<file path="config.mk">
export PLATFORM = sky130hd
export DESIGN_NAME = imem_boot_loader
export DESIGN_NICKNAME = d
export VERILOG_FILES = /design/src/rtl/imem_boot_loader.sv
export SDC_FILE = /design/constraint.sdc
export NUM_CORES = 1
export LEC_CHECK = 0
export BUFFER_PORTS_ARGS = -buffer_cell sky130_fd_sc_hd__buf_2
export CAP_MARGIN = 20
export CORE_UTILIZATION = 50
export CTS_CLUSTER_DIAMETER = 40
export CTS_CLUSTER_SIZE = 24
export DETAILED_ROUTE_END_ITERATION = 8
export PLACE_DENSITY = 0.71
export SYNTH_ARGS = -nofsm -noshare
export SYNTH_HDL_FRONTEND = slang
export SYNTH_SLANG_ARGS = --single-unit
export TNS_END_PERCENT = 30
</file>
<file path="constraint.sdc">
create_clock -name CPU_clk -period 5.35 [get_ports CPU_clk]
set_clock_uncertainty 0.2 [all_clocks]
set_input_delay 0.8025 -clock CPU_clk [delete_from_list [all_inputs] [get_ports CPU_clk]]
set_output_delay 0.8025 -clock CPU_clk [all_outputs]
set_load 0.02 [all_outputs]
</file>
<file path="src/rtl/imem_boot_loader.sv">
// ---------------------------------------------------------------------------
// imem_boot_loader
//
// Sits in front of the RV32IM single-cycle core. It takes a program image as a
// byte stream (valid/ready handshake), builds little-endian 32-bit instruction
// words, and writes them one after another into the instruction memory write
// port. It also keeps a running XOR checksum. The core stays in reset, with PC
// updates blocked, until a load finishes with a matching checksum. After that
// the core is released and starts executing from PC 0.
//
// Stream layout: N (16-bit, low byte first), N*4 data bytes (each word low
// byte first), then one checksum byte. The checksum byte is the XOR of every
// byte before it, header included.
//
// Ports:
//   CPU_clk        system clock, rising edge
//   CPU_rst        asynchronous active-high reset
//   Ld_Byte_Valid  source presents a byte
//   Ld_Byte        stream byte
//   Ld_Byte_Ready  loader accepts a byte this cycle (transfer = Valid & Ready)
//   IMEM_WrEn      one-cycle IMEM write strobe
//   IMEM_WrAddr    IMEM word address
//   IMEM_WrData    assembled instruction word
//   Core_rst_n     active-low reset into the core
//   CPU_PCWrite    PC write enable into the core
//   Ld_Done        load completed cleanly (sticky until reset)
//   Ld_Error       load failed (sticky until reset)
//   Ld_WordCount   word count N taken from the header
// ---------------------------------------------------------------------------
module imem_boot_loader #(
  parameter int INSTR_WIDTH = 32,
  parameter int IMEM_DEPTH  = 256,
  parameter int ADDR_WIDTH  = 8
) (
  input  logic                   CPU_clk,
  input  logic                   CPU_rst,
  input  logic                   Ld_Byte_Valid,
  input  logic [7:0]             Ld_Byte,
  output logic                   Ld_Byte_Ready,
  output logic                   IMEM_WrEn,
  output logic [ADDR_WIDTH-1:0]  IMEM_WrAddr,
  output logic [INSTR_WIDTH-1:0] IMEM_WrData,
  output logic                   Core_rst_n,
  output logic                   CPU_PCWrite,
  output logic                   Ld_Done,
  output logic                   Ld_Error,
  output logic [15:0]            Ld_WordCount
);

  typedef enum logic [3:0] {
    ST_INIT,
    ST_HDR_LO,
    ST_HDR_HI,
    ST_CHECK,
    ST_DATA,
    ST_CSUM,
    ST_RELEASE,
    ST_RUN,
    ST_ERROR
  } state_t;

  localparam logic [15:0] DEPTH_W = 16'(IMEM_DEPTH);

  state_t                state;
  logic [7:0]            hdr_lo;
  logic [7:0]            csum;
  logic [1:0]            byte_idx;
  logic [ADDR_WIDTH-1:0] word_idx;
  logic [23:0]           word_buf;
  logic                  xfer;
  logic [15:0]           last_word;
  logic                  last_hit;

  // A byte moves only when the source offers it and we are ready. Ready is a
  // register, so bytes offered while Ready is low are simply never taken.
  assign xfer = Ld_Byte_Valid & Ld_Byte_Ready;

  // Ld_WordCount holds N once the header has been read. It is only used for
  // this comparison while in DATA, where 1 <= N <= IMEM_DEPTH, so N-1 never
  // underflows.
  assign last_word = Ld_WordCount - 16'd1;
  assign last_hit  = ({{(16 - ADDR_WIDTH){1'b0}}, word_idx} == last_word);

  // The whole loader lives in one registered process: the state, the
  // handshake ready, the write port and the core-control outputs.
  // Core-control and status outputs are a registered decode of the current
  // state, so they lag the state by one edge. This gives Ld_Error one edge
  // after the failing CHECK/CSUM edge. It also gives Ld_Done/Core_rst_n two
  // edges after the good checksum edge, because RELEASE sits in between.
  // Ready, by contrast, is set and cleared directly on the transition edges,
  // so the handshake never loses a cycle.
  always_ff @(posedge CPU_clk or posedge CPU_rst) begin
    if (CPU_rst) begin
      state         <= ST_INIT;
      Ld_Byte_Ready <= 1'b0;
      IMEM_WrEn     <= 1'b0;
      IMEM_WrAddr   <= '0;
      IMEM_WrData   <= '0;
      Core_rst_n    <= 1'b0;
      CPU_PCWrite   <= 1'b0;
      Ld_Done       <= 1'b0;
      Ld_Error      <= 1'b0;
      Ld_WordCount  <= '0;
      hdr_lo        <= '0;
      csum          <= '0;
      byte_idx      <= '0;
      word_idx      <= '0;
      word_buf      <= '0;
    end else begin
      IMEM_WrEn   <= 1'b0;
      Core_rst_n  <= (state == ST_RUN);
      CPU_PCWrite <= (state == ST_RUN);
      Ld_Done     <= (state == ST_RUN);
      Ld_Error    <= (state == ST_ERROR);

      // Every accepted byte goes into the running XOR. In CSUM the comparison
      // below reads the value from before this update, which is the XOR of
      // everything ahead of the checksum byte.
      if (xfer) begin
        csum <= csum ^ Ld_Byte;
      end

      case (state)
        ST_INIT: begin
          Ld_Byte_Ready <= 1'b1;
          state         <= ST_HDR_LO;
        end

        ST_HDR_LO: begin
          if (xfer) begin
            hdr_lo <= Ld_Byte;
            state  <= ST_HDR_HI;
          end
        end

        ST_HDR_HI: begin
          if (xfer) begin
            Ld_WordCount  <= {Ld_Byte, hdr_lo};
            Ld_Byte_Ready <= 1'b0;
            state         <= ST_CHECK;
          end
        end

        // Reject images that cannot fit before any write happens. An empty
        // image goes straight to the checksum byte.
        ST_CHECK: begin
          if (Ld_WordCount > DEPTH_W) begin
            state <= ST_ERROR;
          end else if (Ld_WordCount == 16'd0) begin
            Ld_Byte_Ready <= 1'b1;
            state         <= ST_CSUM;
          end else begin
            Ld_Byte_Ready <= 1'b1;
            byte_idx      <= '0;
            word_idx      <= '0;
            state         <= ST_DATA;
          end
        end

        // Bytes 0..2 are held in word_buf. Byte 3 completes the word, which
        // goes straight to the write port, so a new word can start on the
        // very next cycle.
        ST_DATA: begin
          if (xfer) begin
            byte_idx <= byte_idx + 2'd1;
            case (byte_idx)
              2'd0: word_buf[7:0]   <= Ld_Byte;
              2'd1: word_buf[15:8]  <= Ld_Byte;
              2'd2: word_buf[23:16] <= Ld_Byte;
              default: begin
                IMEM_WrData <= {Ld_Byte, word_buf};
                IMEM_WrAddr <= word_idx;
                IMEM_WrEn   <= 1'b1;
                word_idx    <= word_idx + 1'b1;
                if (last_hit) begin
                  state <= ST_CSUM;
                end
              end
            endcase
          end
        end

        ST_CSUM: begin
          if (xfer) begin
            Ld_Byte_Ready <= 1'b0;
            state         <= (Ld_Byte == csum) ? ST_RELEASE : ST_ERROR;
          end
        end

        ST_RELEASE: begin
          state <= ST_RUN;
        end

        ST_RUN: begin
          Ld_Byte_Ready <= 1'b0;
        end

        ST_ERROR: begin
          Ld_Byte_Ready <= 1'b0;
        end

        default: begin
          Ld_Byte_Ready <= 1'b0;
          state         <= ST_ERROR;
        end
      endcase
    end
  end

endmodule

</file>
==> impl_metrics.xml, run 1 <==
<?xml version="1.0" encoding="UTF-8"?>
<metrics>
  <group name="run_status">
    <metric name="outcome" unit="">finished clean</metric>
  </group>
  <group name="global_route">
    <metric name="grt_max_degree" unit="">80</metric>
    <metric name="grt_first_pass_wirelength" unit="um">20300</metric>
    <metric name="grtUsageTotal" unit="">0.243</metric>
    <metric name="global_route.overflow_total" unit="">0</metric>
    <metric name="antenna_found_initial" unit="">0</metric>
    <metric name="grt_pass1_vias" unit="">3914</metric>
  </group>
  <group name="critical_path">
    <metric name="crit_buf_inv" unit="">1</metric>
    <metric name="largest_fanout_on_the_critical_path" unit="">47</metric>
    <metric name="critical_path.startpoint_type" unit="">flop</metric>
    <metric name="cp.required" unit="ns">5.52</metric>
    <metric name="slowest_delay" unit="ns">0.75</metric>
    <metric name="setup.reg_to_reg.worst_slack" unit="ns">1.88</metric>
    <metric name="cpLargestDelayFamily" unit="">simple AND/OR/NAND/NOR gates</metric>
    <metric name="worst_r2r_endpoint" unit="">word_idx[7]$_DFFE_PP0P_</metric>
    <metric name="worst_path_max_delay_cell" unit="">sky130_fd_sc_hd__or4b_1</metric>
    <metric name="worst_setup_path_end_kind" unit="">flop</metric>
    <metric name="critical_path.reg2reg.startpoint" unit="">state[1]$_DFFE_PP0P_</metric>
    <metric name="critical_path_arrival" unit="ns">3.64</metric>
    <metric name="critPathCapture" unit="">word_idx[7]$_DFFE_PP0P_</metric>
    <metric name="criticalPathCategory" unit="">flop to flop</metric>
    <metric name="cell_chain_critical_path" unit="">or4b_1 &gt; nor2_8 &gt; nand2_4 &gt; inv_2 &gt; o22ai_2 &gt; o21ai_0 &gt; o31ai_1</metric>
    <metric name="worstSetupPathDepth" unit="">7</metric>
    <metric name="worstSetupStartpoint" unit="">state[1]$_DFFE_PP0P_</metric>
    <metric name="reg2regPathDepth" unit="">7</metric>
  </group>
  <group name="sta">
    <metric name="final-hold-violation-count" unit="">0</metric>
    <metric name="rsz_0062_raised_after_global_routing" unit="">no</metric>
    <metric name="post-route-period-util" unit="">0.648</metric>
    <metric name="finalMaxSlewViolations" unit="">0</metric>
    <metric name="final-setup-viol-count" unit="">0</metric>
    <metric name="maximum_clock_rate" unit="MHz">288</metric>
    <metric name="measured_slew_at_the_worst_slew_check_pin" unit="ns">0.781</metric>
    <metric name="timing.max_slew.rel_slack" unit="">0.478</metric>
    <metric name="finalWorstPathRequiredPeriod" unit="ns">3.47</metric>
    <metric name="fin_setup_tns" unit="ns">0</metric>
  </group>
  <group name="floorplanning">
    <metric name="top_level_ports" unit="">73</metric>
    <metric name="dieWidth" unit="um">105</metric>
    <metric name="die-area" unit="mm2">0.0110</metric>
    <metric name="starting_density" unit="">0.514</metric>
    <metric name="design.core.area" unit="mm2">0.0103</metric>
    <metric name="die_height" unit="um">105</metric>
    <metric name="floorplan.rows" unit="">37</metric>
  </group>
  <group name="detailed_routing">
    <metric name="drt_wl_total" unit="um">12500</metric>
    <metric name="via_count" unit="">3996</metric>
    <metric name="routedWlPerCell" unit="um">17.6</metric>
    <metric name="via_per_inst" unit="">5.62</metric>
    <metric name="drt_drc_violations_left" unit="">0</metric>
    <metric name="length_of_the_first_detailed_routing_pass_in_iterations" unit="">5</metric>
    <metric name="postRouteAntennaNets" unit="">0</metric>
    <metric name="drt_iter0_markers" unit="">297</metric>
  </group>
  <group name="clocking">
    <metric name="cts.repair.resized" unit="">0</metric>
    <metric name="tritoncts_num_sinks" unit="">114</metric>
    <metric name="ctsLongestPathBuffers" unit="">2</metric>
    <metric name="cts_tree" unit="">built</metric>
    <metric name="cts_inserted_buffers" unit="">17</metric>
    <metric name="clock-root-buffer" unit="">sky130_fd_sc_hd__clkbuf_8</metric>
    <metric name="htree_levels" unit="">4</metric>
    <metric name="clock_pin_slew_worst_setup_and_hold_paths" unit="ns">0.06</metric>
    <metric name="clk_latency_worst_skew_pair" unit="ns">0.51</metric>
  </group>
  <group name="placed_design">
    <metric name="placedInstanceArea" unit="mm2">0.00565</metric>
    <metric name="dp_hpwl" unit="um">8020</metric>
    <metric name="portBuffers" unit="">72</metric>
    <metric name="finalWeightedCongestion" unit="">0.915</metric>
    <metric name="place.detailed.instances" unit="">677</metric>
  </group>
  <group name="final_layout">
    <metric name="fillerInstances" unit="">863</metric>
    <metric name="finalNetCount" unit="">580</metric>
    <metric name="final_layout_size_suffix_gt1_frac" unit="">0.294</metric>
    <metric name="final_common_cell" unit="">sky130_fd_sc_hd__nand2_1</metric>
    <metric name="postLayoutCellArea" unit="mm2">0.00626</metric>
    <metric name="final_non_filler_cell_total" unit="">711</metric>
    <metric name="area_delta_synth_final" unit="%">18.1</metric>
    <metric name="mostFrequentLayoutCells" unit="">sky130_fd_sc_hd__nand2_1 (137), sky130_fd_sc_hd__dfrtp_1 (114), sky130_fd_sc_hd__buf_2 (72), sky130_fd_sc_hd__mux2_2 (50), sky130_fd_sc_hd__xnor2_1 (22)</metric>
    <metric name="antennaDiodeCount" unit="">0</metric>
  </group>
  <group name="job">
    <metric name="max_cap_violations" unit="">0</metric>
  </group>
  <group name="synth">
    <metric name="synth_warnings" unit="">0</metric>
    <metric name="synth-seq-cells" unit="">114</metric>
    <metric name="ys_seq_area_frac" unit="">0.538</metric>
    <metric name="synth_cell_types" unit="">55</metric>
    <metric name="yosysTopAreaCell" unit="">sky130_fd_sc_hd__dfrtp_1</metric>
    <metric name="syn-cell-area" unit="mm2">0.00530</metric>
    <metric name="leading_register_cell_type_out_of_synthesis" unit="">sky130_fd_sc_hd__dfrtp_1</metric>
    <metric name="async_reset_ff_frac" unit="">1.00</metric>
    <metric name="mapped_avg_cell_area" unit="um2">10.5</metric>
    <metric name="synth-edff-count" unit="">0</metric>
    <metric name="synth.top_cells.by_area" unit="">sky130_fd_sc_hd__dfrtp_1 (54%), sky130_fd_sc_hd__mux2_2 (11%), sky130_fd_sc_hd__nand2_1 (9.7%)</metric>
    <metric name="synthesis.instances" unit="">503</metric>
    <metric name="share_of_the_synthesized_area_in_the_top_cell_type" unit="">0.538</metric>
    <metric name="synthesis.nets" unit="">521</metric>
  </group>
  <group name="power">
    <metric name="finalPower" unit="mW">2.49</metric>
    <metric name="power.ir.vdd_worst" unit="mV">0.179</metric>
    <metric name="cellPowerDensity" unit="mW/mm2">398</metric>
    <metric name="cellLeakagePower" unit="nW">3.30</metric>
  </group>
  <group name="min_path">
    <metric name="worst_hold_path_type" unit="">flop to flop</metric>
  </group>
</metrics>
## through the flow
step | hold WS [ns] | worst slack, ns | utilization
final | 0.272 | 1.88 | 0.606
after floorplan | 0.232 | 1.33 | -
after global placement | 0.239 | 2.02 | 0.547
after global routing | 0.297 | 1.64 | 0.606
after detailed placement | 0.256 | 1.93 | 0.547
after CTS | 0.268 | 1.88 | 0.603
## worst reg2reg max path, stage by stage (launching register included)
cell and delay, ns:
sky130_fd_sc_hd__dfrtp_1 0.54, sky130_fd_sc_hd__or4b_1 0.75, sky130_fd_sc_hd__nor2_8 0.24, sky130_fd_sc_hd__nand2_4 0.29, sky130_fd_sc_hd__inv_2 0.69, sky130_fd_sc_hd__o22ai_2 0.29, sky130_fd_sc_hd__o21ai_0 0.24, sky130_fd_sc_hd__o31ai_1 0.10
## synthesized netlist by cell type (3+ instances only)
library cell and n:
sky130_fd_sc_hd__o21ai_0 12, sky130_fd_sc_hd__mux2_2 50, sky130_fd_sc_hd__nand2_2 3, sky130_fd_sc_hd__inv_1 11
sky130_fd_sc_hd__o31ai_1 3, sky130_fd_sc_hd__nand3_1 6, sky130_fd_sc_hd__nor4_1 3, sky130_fd_sc_hd__nor2b_1 3
sky130_fd_sc_hd__xor2_1 3, sky130_fd_sc_hd__nor2_1 14, sky130_fd_sc_hd__buf_6 6, sky130_fd_sc_hd__buf_2 10
sky130_fd_sc_hd__dfrtp_1 114, sky130_fd_sc_hd__a22oi_1 3, sky130_fd_sc_hd__nand2b_1 6, sky130_fd_sc_hd__o22ai_1 3
sky130_fd_sc_hd__mux2i_1 3, sky130_fd_sc_hd__nand4_1 8, sky130_fd_sc_hd__nand3b_1 3, sky130_fd_sc_hd__a31oi_1 7
sky130_fd_sc_hd__a21oi_1 8, sky130_fd_sc_hd__o21ai_1 5, sky130_fd_sc_hd__ha_1 7, sky130_fd_sc_hd__clkbuf_1 17
sky130_fd_sc_hd__xnor2_1 22, sky130_fd_sc_hd__nand2_1 137
## how the worst min path moves through the flow
| stage | startpoint | end | slack (ns) | cells after the start |
|---|---|---|---|---|
| 6_report | word_buf[23]$_DFFE_PP0P_ | IMEM_WrData[23]$_DFFE_PP0P_ | 0.27 | 2 |
| 5_1_grt | IMEM_WrData[1]$_DFFE_PP0P_ | IMEM_WrData[1]$_DFFE_PP0P_ | 0.30 | 2 |
| 4_1_cts | word_buf[7]$_DFFE_PP0P_ | IMEM_WrData[7]$_DFFE_PP0P_ | 0.27 | 2 |
| 3_5_place_dp | word_buf[7]$_DFFE_PP0P_ | IMEM_WrData[7]$_DFFE_PP0P_ | 0.26 | 2 |
| 3_3_place_gp | word_buf[7]$_DFFE_PP0P_ | IMEM_WrData[7]$_DFFE_PP0P_ | 0.24 | 2 |
| 2_1_floorplan | word_buf[20]$_DFFE_PP0P_ | IMEM_WrData[20]$_DFFE_PP0P_ | 0.23 | 2 |
## report_power, final
| group | internal (mW) | leakage, nW | switching, mW |
|---|---|---|---|
| clock network | 0.665 | 0.271 | 0.412 |
| logic | 0.171 | 1.47 | 0.204 |
| registers | 0.940 | 1.55 | 0.0985 |
## flip-flops by register name, indices dropped and copies added, names as in the netlist, 4 cells and up
name,flops
csum,8
IMEM_WrAddr,8
word_buf,24
hdr_lo,8
IMEM_WrData,32
state,4
word_idx,8
Ld_WordCount,16
## routing by layer
| metal | GRT usage | vias to the layer above | share of wire | routed length, um |
|---|---|---|---|---|
| met5 | 0 | - | 0 | 0 |
| met1 | 0.319 | 2008 | 0.45 | 5580 |
| li1 | - | 1825 | - | - |
| met3 | 0.0643 | 31 | 0.054 | 672 |
| met2 | 0.376 | 132 | 0.48 | 5940 |
| met4 | 0.116 | 0 | 0.023 | 291 |
## final cells by class
| cell class | count | area [um2] | area share |
|---|---|---|---|
| multi-input cells | 342 | 2210 | 0.353 |
| well taps | 136 | 170 | 0.0272 |
| clock inverters | 15 | 161 | 0.0258 |
| repair buffers | 75 | 405 | 0.0648 |
| inverters | 12 | 47.5 | 0.00760 |
| flip-flops and latches | 114 | 2850 | 0.456 |
| clock buffers | 17 | 414 | 0.0662 |
## cells by family (layout without fill, tap and decap cells)
group           count (synthesis)  in the layout  synth area share
xor+xnor                       25             25            0.0413
flops                         114            114             0.538
buf+inv                        47            119            0.0455
mux                            53             53             0.112
compound gates                 57             57            0.0713
simple gates                  200            200             0.175
fa+ha+maj                       7              7            0.0165
## timing repair
| action | 4_1_cts | 5_1_grt |
|---|---|---|
| hold buffers | 0 | 1 |
| setup endpoints to repair | 0 | 0 |
| hold endpoints to repair | 0 | 3 |
| setup buffers | 0 | 0 |
Power figures use the tool's default switching activity.
==> run 2: changes to the inputs <==
--- a/config.mk
+++ b/config.mk
@@ -11,7 +11,7 @@
 export CTS_CLUSTER_DIAMETER = 40
 export CTS_CLUSTER_SIZE = 24
 export DETAILED_ROUTE_END_ITERATION = 8
-export PLACE_DENSITY = 0.71
+export PLACE_DENSITY = 0.74
 export SYNTH_ARGS = -nofsm -noshare
 export SYNTH_HDL_FRONTEND = slang
 export SYNTH_SLANG_ARGS = --single-unit
==> constraint.sdc (replaced) <==
create_clock -name CPU_clk -period 2.8 [get_ports CPU_clk]
set_clock_uncertainty 0.2 [all_clocks]
set_input_delay 0.42 -clock CPU_clk [delete_from_list [all_inputs] [get_ports CPU_clk]]
set_output_delay 0.42 -clock CPU_clk [all_outputs]
set_load 0.02 [all_outputs]
==> impl_metrics.xml, run 2 (synthesized netlist as in run 1, its figures left out) <==
<?xml version="1.0" encoding="UTF-8"?>
<metrics>
  <group name="final_layout">
    <metric name="mostFrequentLayoutCells" unit="">sky130_fd_sc_hd__nand2_1 (137), sky130_fd_sc_hd__dfrtp_1 (114), sky130_fd_sc_hd__buf_2 (72), sky130_fd_sc_hd__mux2_2 (50), sky130_fd_sc_hd__xnor2_1 (22)</metric>
    <metric name="ff_latch_area" unit="mm2">0.00285</metric>
    <metric name="final_core_utilization" unit="">0.617</metric>
    <metric name="finalNetCount" unit="">587</metric>
    <metric name="final_layout_size_suffix_gt1_frac" unit="">0.302</metric>
    <metric name="antennaDiodeCount" unit="">0</metric>
    <metric name="postLayoutCellArea" unit="mm2">0.00637</metric>
    <metric name="reg_top3" unit="">IMEM_WrData x32, word_buf x24, Ld_WordCount x16</metric>
    <metric name="final_common_cell" unit="">sky130_fd_sc_hd__nand2_1</metric>
    <metric name="multi_input_comb_area" unit="mm2">0.00221</metric>
    <metric name="fillerInstances" unit="">857</metric>
    <metric name="regMostFlops" unit="">IMEM_WrData</metric>
    <metric name="largest_register_ff_count" unit="">32</metric>
    <metric name="area_delta_synth_final" unit="%">20.1</metric>
  </group>
  <group name="clocking">
    <metric name="clock_pin_slew_worst_setup_and_hold_paths" unit="ns">0.05</metric>
    <metric name="htree_levels" unit="">4</metric>
    <metric name="cts_tree" unit="">built</metric>
    <metric name="post_cts_buffers" unit="">0</metric>
    <metric name="tritoncts_num_sinks" unit="">114</metric>
    <metric name="clock-root-buffer" unit="">sky130_fd_sc_hd__clkbuf_8</metric>
    <metric name="ctsLongestPathBuffers" unit="">2</metric>
    <metric name="clk_latency_worst_skew_pair" unit="ns">0.52</metric>
    <metric name="cts_inserted_buffers" unit="">17</metric>
  </group>
  <group name="floorplanning">
    <metric name="top_level_ports" unit="">73</metric>
    <metric name="die_height" unit="um">105</metric>
    <metric name="design.core.area" unit="mm2">0.0103</metric>
    <metric name="dieWidth" unit="um">105</metric>
    <metric name="starting_density" unit="">0.514</metric>
    <metric name="die-area" unit="mm2">0.0110</metric>
    <metric name="floorplan.rows" unit="">37</metric>
  </group>
  <group name="sta">
    <metric name="fin_setup_tns" unit="ns">0</metric>
    <metric name="final-hold-violation-count" unit="">0</metric>
    <metric name="rsz_0062_raised_after_global_routing" unit="">no</metric>
    <metric name="hold-worst-slack" unit="ns">0.0400</metric>
    <metric name="timing.max_slew.rel_slack" unit="">0.466</metric>
    <metric name="measured_slew_at_the_worst_slew_check_pin" unit="ns">0.800</metric>
    <metric name="finalMaxSlewViolations" unit="">0</metric>
    <metric name="maximum_clock_rate" unit="MHz">380</metric>
    <metric name="post-route-period-util" unit="">0.939</metric>
    <metric name="finalWorstPathRequiredPeriod" unit="ns">2.63</metric>
    <metric name="final-setup-viol-count" unit="">0</metric>
  </group>
  <group name="detailed_routing">
    <metric name="drt_iter0_markers" unit="">233</metric>
    <metric name="postRouteAntennaNets" unit="">0</metric>
    <metric name="length_of_the_first_detailed_routing_pass_in_iterations" unit="">7</metric>
    <metric name="drt_wl_total" unit="um">12500</metric>
    <metric name="drt_drc_violations_left" unit="">0</metric>
    <metric name="routedWlPerCell" unit="um">17.4</metric>
    <metric name="via_count" unit="">3928</metric>
    <metric name="via_per_inst" unit="">5.47</metric>
  </group>
  <group name="critical_path">
    <metric name="cp.required" unit="ns">2.98</metric>
    <metric name="crit_buf_inv" unit="">1</metric>
    <metric name="worst_setup_path_end_kind" unit="">flop</metric>
    <metric name="critical_path.reg2reg.startpoint" unit="">state[3]$_DFFE_PP0P_</metric>
    <metric name="cell_chain_critical_path" unit="">or4b_1 &gt; nor2_8 &gt; nand2_4 &gt; inv_2 &gt; o22ai_2 &gt; o21ai_0 &gt; o21ai_1</metric>
    <metric name="largest_fanout_on_the_critical_path" unit="">21</metric>
    <metric name="critical_path_arrival" unit="ns">2.81</metric>
    <metric name="critical_path.startpoint_type" unit="">flop</metric>
    <metric name="criticalPathCategory" unit="">flop to flop</metric>
    <metric name="cpLargestDelayFamily" unit="">simple AND/OR/NAND/NOR gates</metric>
    <metric name="worst_path_max_delay_cell" unit="">sky130_fd_sc_hd__or4b_1</metric>
    <metric name="slowest_delay" unit="ns">0.77</metric>
    <metric name="worstSetupStartpoint" unit="">state[3]$_DFFE_PP0P_</metric>
  </group>
  <group name="global_route">
    <metric name="global_route.overflow_total" unit="">0</metric>
    <metric name="grt_first_pass_wirelength" unit="um">20500</metric>
    <metric name="antenna_found_initial" unit="">0</metric>
    <metric name="grt_max_degree" unit="">47</metric>
    <metric name="grt_pass1_vias" unit="">3903</metric>
    <metric name="grtUsageTotal" unit="">0.246</metric>
  </group>
  <group name="power">
    <metric name="switching_share" unit="">0.269</metric>
    <metric name="power.ir.vdd_worst" unit="mV">0.478</metric>
    <metric name="switching_power" unit="mW">1.34</metric>
    <metric name="combinationalPowerShare" unit="">0.152</metric>
    <metric name="clock_power_share" unit="">0.453</metric>
    <metric name="cellPowerDensity" unit="mW/mm2">779</metric>
    <metric name="share_seq_of_total_power" unit="">0.395</metric>
    <metric name="cellLeakagePower" unit="nW">3.36</metric>
    <metric name="p_int" unit="mW">3.62</metric>
  </group>
  <group name="job">
    <metric name="max_cap_violations" unit="">0</metric>
  </group>
  <group name="placed_design">
    <metric name="dp_hpwl" unit="um">8150</metric>
    <metric name="placedInstanceArea" unit="mm2">0.00573</metric>
    <metric name="finalWeightedCongestion" unit="">0.907</metric>
    <metric name="portBuffers" unit="">72</metric>
  </group>
  <group name="min_path">
    <metric name="worst_hold_path_type" unit="">primary input to flop</metric>
    <metric name="hold_start" unit="">Ld_Byte[7]</metric>
  </group>
  <group name="run_status">
    <metric name="outcome" unit="">finished clean</metric>
  </group>
</metrics>
-- run 2: changes by cell type in the layout (fill, tap and decap cells not counted) --
cell / delta
sky130_fd_sc_hd__buf_4: +6
sky130_fd_sc_hd__clkinv_4: -4
sky130_fd_sc_hd__clkinv_2: +1
sky130_fd_sc_hd__clkbuf_8: +2
sky130_fd_sc_hd__inv_6: -1
sky130_fd_sc_hd__clkinvlp_4: +1
sky130_fd_sc_hd__buf_12: +2
sky130_fd_sc_hd__bufinv_16: +2
sky130_fd_sc_hd__buf_16: -1
sky130_fd_sc_hd__inv_4: -1
-- run 2: worst register-to-register path, delay by kind of cell, from the launching register on --
kind / cells / cell delay [ns]
compound gates: 3 / 0.50
flops: 1 / 0.47
buf+inv: 1 / 0.13
simple gates: 3 / 1.20
-- run 2: path summary, 6_finish.rpt --
kind                                               end  slack (ns)  cells after the start
setup / recovery               word_idx[6]$_DFFE_PP0P_        0.17                      7
hold / removal             IMEM_WrData[31]$_DFFE_PP0P_        0.04                      3
setup reg to reg               word_idx[6]$_DFFE_PP0P_        0.17                      7
hold reg to reg            IMEM_WrData[10]$_DFFE_PP0P_        0.26                      2
max in group asynchronous    Ld_Byte_Ready$_DFFE_PP0P_        1.32                      4
min in group asynchronous      word_buf[4]$_DFFE_PP0P_        0.40                      3
-- run 2: through the flow --
stage | setup WS (ns) | power [mW] | instances
6_report | 0.170 | 4.96 | 718
5_1_grt | 0.0347 | 5.16 | 718
4_1_cts | 0.180 | 5.00 | 718
3_5_place_dp | 0.276 | 2.73 | 685
3_3_place_gp | 0.301 | 2.71 | 685
2_1_floorplan | 0.517 | 2.52 | 503
-- run 2: final cells by class --
cell class	instances	share of cell area
clock buffers	19	0.0694
clock inverters	13	0.0287
inverters	12	0.00767
multi-input cells	342	0.347
flip-flops and latches	114	0.448
well taps	136	0.0267
repair buffers	82	0.0727
-- run 2: what timing repair did --
item                      4_1_cts  5_1_grt
hold endpoints to repair       33        0
gates resized for setup         0        0
hold buffers                    1        0
-- run 2: metal layers --
metal	global-route usage	share of wire	vias up
met5	0	0	-
met4	0.0755	0.011	0
met3	0.0586	0.055	8
met2	0.397	0.49	119
met1	0.331	0.44	1972
li1	-	-	1829
-- run 2: power by group through the flow --
stage          Clock (mW)  Sequential [mW]  Combinational, mW
2_1_floorplan           0             2.00              0.518
3_3_place_gp            0             1.98              0.731
3_5_place_dp            0             1.99              0.744
4_1_cts              2.28             1.96              0.758
5_1_grt              2.35             1.98              0.828
6_report             2.25             1.96              0.755
